`config.mk`:
```
export PLATFORM = sky130hd
export DESIGN_NAME = sequence_verifier
export DESIGN_NICKNAME = d
export VERILOG_FILES = /design/src/rtl/sequence_verifier.sv
export SDC_FILE = /design/constraint.sdc
export NUM_CORES = 1
export LEC_CHECK = 0
export ABC_CLOCK_PERIOD_IN_PS = 6560
export BUFFER_PORTS_ARGS = -buffer_cell sky130_fd_sc_hd__buf_2
export CORE_ASPECT_RATIO = 0.75
export CORE_UTILIZATION = 50
export CTS_BUF_LIST = sky130_fd_sc_hd__clkbuf_8 sky130_fd_sc_hd__clkbuf_16
export DETAILED_ROUTE_END_ITERATION = 8
export GPL_TIMING_DRIVEN = 0
export PLACE_DENSITY = 0.91
export SLEW_MARGIN = 20
export SYNTH_ARGS = -nofsm -noshare
export SYNTH_HDL_FRONTEND = slang
export SYNTH_SLANG_ARGS = --single-unit
```
`constraint.sdc`:
```
create_clock -name clk -period 6.56 [get_ports clk]
set_clock_uncertainty 0.2 [all_clocks]
set_input_delay 1.312 -clock clk [delete_from_list [all_inputs] [get_ports clk]]
set_output_delay 1.312 -clock clk [all_outputs]
set_load 0.1 [all_outputs]
```
`src/rtl/sequence_verifier.sv`:
```
// Sequence verifier: walks the stored colour sequence for one round,
// judges each button press and reports a pass/fail verdict.
module sequence_verifier #(
  parameter int MAX_LEN = 32,
  parameter int NUM_BTN = 4,
  parameter int COLOR_W = 3,
  parameter int IDX_W   = 5,
  parameter int TIMEOUT = 200
) (
  input  logic                       clk,
  input  logic                       reset,
  input  logic [MAX_LEN*COLOR_W-1:0] segment,
  input  logic [IDX_W-1:0]           round,
  input  logic                       start,
  input  logic [NUM_BTN-1:0]         btn,
  output logic                       busy,
  output logic [IDX_W-1:0]           step,
  output logic                       done,
  output logic                       pass,
  output logic [1:0]                 err_code
);

  localparam int TW = (TIMEOUT < 2) ? 1 : $clog2(TIMEOUT + 1);

  localparam logic [1:0] ERR_NONE  = 2'b00;
  localparam logic [1:0] ERR_COLOR = 2'b01;
  localparam logic [1:0] ERR_MULTI = 2'b10;
  localparam logic [1:0] ERR_TIME  = 2'b11;

  typedef enum logic [2:0] {
    IDLE,
    ARM,
    WAIT_PRESS,
    WAIT_RELEASE,
    VERDICT
  } state_t;

  state_t             state;
  logic [TW-1:0]      timer;
  logic [IDX_W-1:0]   rnd;
  logic [IDX_W-1:0]   rnd_clamp;
  logic [COLOR_W-1:0] code;
  logic               no_btn;
  logic               one_hot;
  logic               hit;
  logic               expired;

  assign code    = segment[step*COLOR_W +: COLOR_W];
  assign no_btn  = (btn == '0);
  assign one_hot = $onehot(btn);
  assign expired = (TIMEOUT != 0) &&
                   (timer == TW'(TIMEOUT - 1));

  assign rnd_clamp = (32'(round) >= 32'(MAX_LEN)) ?
                     IDX_W'(MAX_LEN - 1) : round;

  // Codes at or above NUM_BTN have no button and never match.
  always_comb begin
    hit = 1'b0;
    for (int i = 0; i < NUM_BTN; i++) begin
      if (btn[i] && (32'(code) == i)) hit = 1'b1;
    end
  end

  always_ff @(posedge clk or posedge reset) begin
    if (reset) begin
      state    <= IDLE;
      busy     <= 1'b0;
      step     <= '0;
      done     <= 1'b0;
      pass     <= 1'b0;
      err_code <= ERR_NONE;
      timer    <= '0;
      rnd      <= '0;
    end else begin
      done <= 1'b0;
      unique case (state)
        IDLE: begin
          if (start) begin
            rnd      <= rnd_clamp;
            step     <= '0;
            pass     <= 1'b0;
            err_code <= ERR_NONE;
            busy     <= 1'b1;
            state    <= ARM;
          end
        end
        ARM: begin
          if (no_btn) begin
            timer <= '0;
            state <= WAIT_PRESS;
          end
        end
        WAIT_PRESS: begin
          timer <= timer + 1'b1;
          if (!no_btn) begin
            if (!one_hot) begin
              err_code <= ERR_MULTI;
              done     <= 1'b1;
              busy     <= 1'b0;
              state    <= VERDICT;
            end else if (hit) begin
              state <= WAIT_RELEASE;
            end else begin
              err_code <= ERR_COLOR;
              done     <= 1'b1;
              busy     <= 1'b0;
              state    <= VERDICT;
            end
          end else if (expired) begin
            err_code <= ERR_TIME;
            done     <= 1'b1;
            busy     <= 1'b0;
            state    <= VERDICT;
          end
        end
        WAIT_RELEASE: begin
          timer <= '0;
          if (no_btn) begin
            if (step == rnd) begin
              pass  <= 1'b1;
              done  <= 1'b1;
              busy  <= 1'b0;
              state <= VERDICT;
            end else begin
              step  <= step + 1'b1;
              state <= WAIT_PRESS;
            end
          end
        end
        VERDICT: state <= IDLE;
        default: state <= IDLE;
      endcase
    end
  end

endmodule

```
==> flow_summary_export.csv, run 1 <==
group,metric,value,unit
run_status,run_status,"finished clean",
finish,nets,457,
synthesis,ys_warn_count,0,
global_routing,grt_util_all_layers,0.315,
synthesis,synth_top_area_frac,0.283,
drt,vias_per_cell,6.06,
finish,drive_gt1_frac,0.468,
timing,hold_violations,0,
timing,rsz0062_at_grt,"false",
global_routing,grt_pass1_wl,11.4,mm
timing,fin_crit_sh,0.677,
synthesis,ys_seq_area_frac,0.283,
drt,wirelength,7.02,mm
cts,post-cts-setup-buffer-count,0,
flow_run,cap_violations,0,
critical_path,critPathSlowestCell,"a2111oi_0",
cts,path_clk_slew,0.09,ns
timing,fin_crit,4.44,ns
critical_path,rrSetupSlack,3.12,ns
synthesis,synthMostInstantiatedCell,"dfrtp_1",
min_path,min_to,"timer[0]",
cts,cts_tree,"yes",
finish,area_growth,32.1,%
finish,n_antenna_cell,0,
power,powerDensity,246,nW/um2
synthesis,yosys-top-cells-count,"26 x dfrtp_1, 18 x nor2_1, 17 x mux4_2",
cts,clkLatencyLatePin,0.27,ns
critical_path,critPathCaptureType,"flip-flop",
synthesis,synth_cells,220,
drt,first_iter_violations,190,
synthesis,synth_cell_types,57,
synthesis,avgSynthCellArea,10.4,um2
floorplanning,die_area,4870,um2
critical_path,required,6.52,ns
finish,fill_cells,316,
min_path,hold_path_class,"reg -> reg",
min_path,hold-path-cell-count,1,
global_routing,antenna_found_initial,0,
floorplanning,core_area,4230,um2
drt,ant_nets,0,
critical_path,worstPathCellList,"buf_2 -> inv_1 -> fa_1 -> inv_1 -> ha_1 -> ha_1 -> nor2_1 -> nand3_1 -> a2111oi_0 -> o21ai_0 -> nand2_2 -> nand3_1 -> a221o_1",
timing,holdWs,0.302,ns
synthesis,ys_seq_elements,26,
synthesis,synth_edf_count,0,
finish,regArea,651,um2
floorplanning,die_w,80.2,um
cts,clock_sink_count,26,
drt,vias,2407,
global_routing,grt_max_degree,27,
synthesis,ys.flop_type,"dfrtp_1",
critical_path,slowest_delay,0.74,ns
critical_path,worst_ep_arrival_time,4.40,ns
drt,avgRoutedWirePerCell,17.7,um
floorplanning,rows,20,
cts,cts_root_buf,"clkbuf_8",
timing,drv_slew,0,
synthesis,synth_area_leader_cell,"dfrtp_1",
cts,cts_buffers,3,
floorplanning,die_h,60.7,um
drt,drc,0,
synthesis,synth_fp_nets,334,
timing,tightestPinTransition,0.966,ns
critical_path,critPathMaxFanout,5,
global_routing,grt_pass1_vias,2422,
synthesis,synth_async_sr_flop_share,1.00,
placement,gp_congestion,0.879,
cts,cts.path.max_buffers,2,
timing,slew_headroom,0.355,
finish,multiInputGateArea,1500,um2
cts,ctsResizeCount,0,
min_path,min-delay-start,"timer[0]",
global_routing,overflow,0,
critical_path,rr_startpoint,"step[0]",
synthesis,synthTopCellsByArea,"dfrtp_1 28%, mux4_2 17%, mux2i_1 6.1%",
cts,cts-htree-levels,1,
power,cellLeakagePower,0.00142,uW
critical_path,cp_num_buf_inv,3,
cts,ctsHoldBuffers,0,
timing,setup_tns,0,ns
critical_path,path_class,"in -> reg",
timing,timing.fmax,0.225,GHz
timing,finalSetupViolCount,0,
placement,port_buffers,117,
critical_path,reg2regPathDepth,11,
placement,dpl.hpwl,5.69,mm
drt,dr.pass1.iters,4,
floorplanning,start_util,0.543,
synthesis,syn_area,2300,um2
critical_path,crit_family,"compound AO/OA/AOI/OAI gates",
floorplanning,io_pins,118,
critical_path,r2r-end,"err_code[0]",
critical_path,start_kind,"primary input",
power,vdd_drop_max,0.000239,V
flip-flops by register name, indices dropped and copies added (netlist names):
signal,cells
rnd,5
state,3
pass,1
step,5
done,1
busy,1
err_code,2
timer,8
area by class of cell:
class | instances | area share
inverters | 10 | 0.0124
clock buffers | 3 | 0.0136
repair buffers | 118 | 0.195
clock inverters | 1 | 0.00990
well taps | 55 | 0.0227
flip-flops and latches | 26 | 0.215
plain buffers | 15 | 0.0363
multi-input cells | 169 | 0.496
through the flow:
stage / utilization / power (uW) / std cells / cell area (um2) / setup slack (ns)
after floorplan: - / 515 / 220 / 2300 / 2.52
after global placement: 0.698 / 594 / 392 / 2950 / 2.03
after detailed placement: 0.700 / 612 / 393 / 2960 / 1.96
after CTS: 0.717 / 745 / 397 / 3030 / 2.23
after global routing: 0.717 / 794 / 397 / 3030 / 1.99
final: 0.717 / 746 / 397 / 3030 / 2.12
layer usage:
| layer | global-route usage | vias to the layer above | wire length [um] |
|---|---|---|---|
| li1 | - | 1098 | - |
| met1 | 0.396 | 1147 | 2810 |
| met2 | 0.551 | 139 | 3370 |
| met3 | 0.0647 | 23 | 684 |
| met4 | 0.115 | 0 | 150 |
| met5 | 0 | - | 0 |
cells by family (layout without fill, tap and decap cells):
kind of cell	Yosys count	after routing	synth area share
AND/OR/NAND/NOR	63	63	0.148
AO/OA/AOI/OAI	51	51	0.151
multiplexers	38	38	0.275
flip-flops	26	26	0.283
buffers and inverters	25	147	0.0643
XOR/XNOR	11	11	0.0420
adder cells (fa/ha/maj)	6	6	0.0360
cell usage in the layout (no fill, tap or decap), types with 2 or more instances in the layout:
master | netlist | final
buf_2 | 3 | 121
dfrtp_1 | 26 | 26
nor2_1 | 18 | 18
mux4_2 | 17 | 17
mux2i_1 | 14 | 14
inv_1 | 10 | 10
o21ai_0 | 10 | 10
a21oi_1 | 10 | 10
nand2_1 | 10 | 10
nand3_1 | 9 | 9
o22ai_1 | 8 | 8
xor2_1 | 6 | 6
xnor2_1 | 5 | 5
mux2_2 | 5 | 5
ha_1 | 5 | 5
clkbuf_1 | 4 | 4
a22o_1 | 4 | 4
buf_6 | 3 | 3
a2111oi_1 | 3 | 3
a2111oi_0 | 3 | 3
clkbuf_8 | 0 | 3
and2_1 | 2 | 2
nor3_1 | 2 | 2
a41oi_1 | 2 | 2
buf_4 | 2 | 2
mux4_1 | 2 | 2
nor3b_1 | 2 | 2
a22oi_1 | 2 | 2
or3_1 | 2 | 2
and3_1 | 2 | 2
nand4_1 | 2 | 2
report_power, final:
part / switching (uW) / total (uW) / leakage, uW / internal [uW]
combinational: 217 / 393 / 0.00104 / 176
clock: 50.4 / 132 / 0.0000357 / 81.6
sequential: 25.4 / 221 / 0.000341 / 195
total: 293 / 746 / 0.00142 / 453
how the worst max path moves through the flow:
stage,slack (ns),start,depth (start not counted),end
global placement,2.03,btn[0],13,err_code[0]
CTS,2.23,btn[0],13,err_code[0]
finish,2.12,btn[0],13,err_code[0]
detailed placement,1.96,btn[0],13,err_code[0]
floorplan,2.52,btn[0],12,err_code[0]
global route,1.99,btn[0],13,err_code[0]
Power figures use the tool's default switching activity.
==> inputs of run 2 (changes only) <==
--- a/config.mk
+++ b/config.mk
@@ -5,14 +5,15 @@
 export SDC_FILE = /design/constraint.sdc
 export NUM_CORES = 1
 export LEC_CHECK = 0
-export ABC_CLOCK_PERIOD_IN_PS = 6560
+export ABC_AREA = 1
+export ABC_CLOCK_PERIOD_IN_PS = 4500
 export BUFFER_PORTS_ARGS = -buffer_cell sky130_fd_sc_hd__buf_2
 export CORE_ASPECT_RATIO = 0.75
-export CORE_UTILIZATION = 50
+export CORE_UTILIZATION = 48
 export CTS_BUF_LIST = sky130_fd_sc_hd__clkbuf_8 sky130_fd_sc_hd__clkbuf_16
 export DETAILED_ROUTE_END_ITERATION = 8
 export GPL_TIMING_DRIVEN = 0
-export PLACE_DENSITY = 0.91
+export PLACE_DENSITY = 0.86
 export SLEW_MARGIN = 20
 export SYNTH_ARGS = -nofsm -noshare
 export SYNTH_HDL_FRONTEND = slang
==> constraint.sdc (replaced) <==
create_clock -name clk -period 4.5 [get_ports clk]
set_clock_uncertainty 0.2 [all_clocks]
set_input_delay 0.9 -clock clk [delete_from_list [all_inputs] [get_ports clk]]
set_output_delay 0.9 -clock clk [all_outputs]
set_load 0.1 [all_outputs]
==> flow_summary_export.csv, run 2 <==
group,metric,value,unit
run_status,run_status,"finished clean",
flow_run,cap_violations,0,
synthesis,synth-simple-area-share,0.466,
cts,cts_buffers,3,
critical_path,critPathCaptureType,"flip-flop",
timing,hold_violations,0,
power,net-switching-power,915,uW
synthesis,synth-compound-area-share,0.112,
timing,timing.fmax,0.316,GHz
drt,first_iter_violations,263,
drt,dr.pass1.iters,5,
timing,finalSetupViolCount,0,
synthesis,ys_seq_elements,26,
finish,multiInputGateArea,1610,um2
floorplanning,start_util,0.513,
drt,vias_per_cell,5.22,
cts,clkLatencyLatePin,0.27,ns
floorplanning,core_area,5040,um2
cts,post-cts-setup-buffer-count,0,
finish,drive_gt1_frac,0.279,
critical_path,worst_ep_arrival_time,3.18,ns
synthesis,synth_top_family_by_area,"simple AND/OR/NAND/NOR gates",
synthesis,synth_xor_area_frac,0.0136,
power,intPower,711,uW
global_routing,grt_pass1_wl,13.0,mm
synthesis,synthAdderAreaFrac,0.0320,
global_routing,overflow,0,
synthesis,ys_warn_count,0,
timing,rsz0062_at_grt,"false",
finish,regArea,651,um2
power,vdd_drop_max,0.000408,V
finish,regMostFlops,"timer",
floorplanning,rows,22,
synthesis,yosys-top-cells-count,"139 x nand2_1, 63 x nor2_1, 56 x nand3_1",
cts,clock_sink_count,26,
timing,holdWs,0.276,ns
timing,tightestPinTransition,0.932,ns
synthesis,avgSynthCellArea,5.98,um2
synthesis,ys.flop_type,"dfrtp_1",
synthesis,synth_cells,432,
timing,drv_slew,0,
synthesis,ys_seq_area_frac,0.252,
synthesis,synthMuxAreaShare,0,
floorplanning,die_area,5680,um2
global_routing,grt_util_all_layers,0.286,
placement,gp_congestion,0.889,
timing,setup_tns,0,ns
drt,drc,0,
critical_path,path_class,"in -> reg",
synthesis,synthTopCellsByArea,"dfrtp_1 25%, nand2_1 20%, nand3_1 11%",
cts,cts_tree,"yes",
synthesis,synthMostInstantiatedCell,"nand2_1",
finish,final_cell_mix,"139 x nand2_1, 125 x buf_2, 63 x nor2_1, 56 x nand3_1, 42 x inv_1",
finish,largest_reg_flops,8,
placement,dp_slack,1.07,ns
drt,ant_nets,0,
synthesis,synth_top_area_frac,0.252,
synthesis,synth_cell_types,36,
critical_path,critPathMaxFanout,6,
synthesis,syn_area,2580,um2
global_routing,grt_pass1_vias,2916,
synthesis,synth_area_leader_cell,"dfrtp_1",
cts,ctsHoldBuffers,0,
synthesis,synth_edf_count,0,
finish,area_growth,27.8,%
timing,fin_crit_sh,0.703,
placement,place_area,3260,um2
timing,layout_setup_ws,1.33,ns
power,p_sw_frac,0.563,
finish,nets,668,
timing,slew_headroom,0.375,
global_routing,grt_max_degree,27,
floorplanning,die_w,86.7,um
power,powerDensity,493,nW/um2
min_path,hold_path_class,"reg -> reg",
floorplanning,io_pins,118,
cts,ctsResizeCount,0,
placement,post-place-cells,621,
synthesis,synth_async_sr_flop_share,1.00,
finish,fill_cells,512,
power,comb_power_share,0.699,
timing,fin_crit,3.17,ns
drt,avgRoutedWirePerCell,12.6,um
drt,wirelength,7.86,mm
finish,mostFrequentLayoutCell,"nand2_1",
floorplanning,die_h,65.5,um
finish,top_regs,"timer: 8 flops, rnd: 5 flops, step: 5 flops",
critical_path,start_kind,"primary input",
finish,n_antenna_cell,0,
power,seqPwrFrac,0.221,
critical_path,required,4.52,ns
cts,cts-htree-levels,1,
placement,dpl.hpwl,6.15,mm
power,p_clk_frac,0.081,
cts,cts.path.max_buffers,2,
drt,vias,3256,
finish,layoutNonFillerInstCount,624,
global_routing,antenna_found_initial,0,
cts,path_clk_slew,0.09,ns
placement,port_buffers,117,
power,cellLeakagePower,0.00188,uW
synthesis,synth_fp_nets,546,
cts,cts_root_buf,"clkbuf_8",
finish,fin_area,3300,um2
-- run 2: worst paths after layout --
check | from | endpoint | slack, ns | depth (start not counted)
max | btn[0] | state[1] | 1.33 | 12
min | busy | busy | 0.28 | 2
max reg2reg | step[2] | state[1] | 2.18 | 15
min reg2reg | busy | busy | 0.28 | 2
max in group asynchronous | reset | timer[6] | 3.16 | 2
min in group asynchronous | reset | step[2] | 0.50 | 2
-- run 2: power groups by stage --
stage / sequential (uW) / combinational, uW / clock (uW)
after floorplan: 530 / 694 / 0
after global placement: 359 / 1080 / 0
after detailed placement: 362 / 1110 / 0
after CTS: 358 / 1120 / 131
after global routing: 369 / 1250 / 142
final: 359 / 1140 / 131
-- run 2: cell type report --
| type | count | area share |
|---|---|---|
| buffer | 18 | 0.0394 |
| multi-input combinational | 338 | 0.488 |
| sequential | 26 | 0.197 |
| clock buffer | 3 | 0.0125 |
| timing repair buffer | 117 | 0.177 |
| inverter | 50 | 0.0576 |
| tap | 72 | 0.0273 |
-- run 2: cells by family (layout without fill, tap and decap cells) --
group / Yosys count / after routing
compound gates: 50 / 50
buf+inv: 68 / 188
simple gates: 278 / 278
flops: 26 / 26
xor+xnor: 4 / 4
fa+ha+maj: 6 / 6
-- run 2: worst max-delay path: stages --
cell     delay, ns
buf_2         0.08
inv_1         0.07
fa_1          0.54
inv_1         0.04
ha_1          0.17
ha_1          0.26
or3b_2        0.48
nor2_1        0.23
nand3_4       0.15
nand3_1       0.11
nand2_1       0.07
nand2_1       0.07
-- run 2: per-stage QoR --
step / total power (uW) / utilization
5_1_grt: 1760 / 0.655
3_3_place_gp: 1440 / 0.647
6_report: 1630 / 0.655
2_1_floorplan: 1220 / -
3_5_place_dp: 1480 / 0.647
4_1_cts: 1610 / 0.655
-- run 2: per-layer routing --
metal,part of all wire,wire (um),global-route usage,up-vias
met5,0,0,0,-
met2,0.45,3560,0.495,189
li1,-,-,-,1618
met3,0.10,795,0.0402,11
met1,0.44,3440,0.390,1438
met4,0.0076,60,0.0396,0
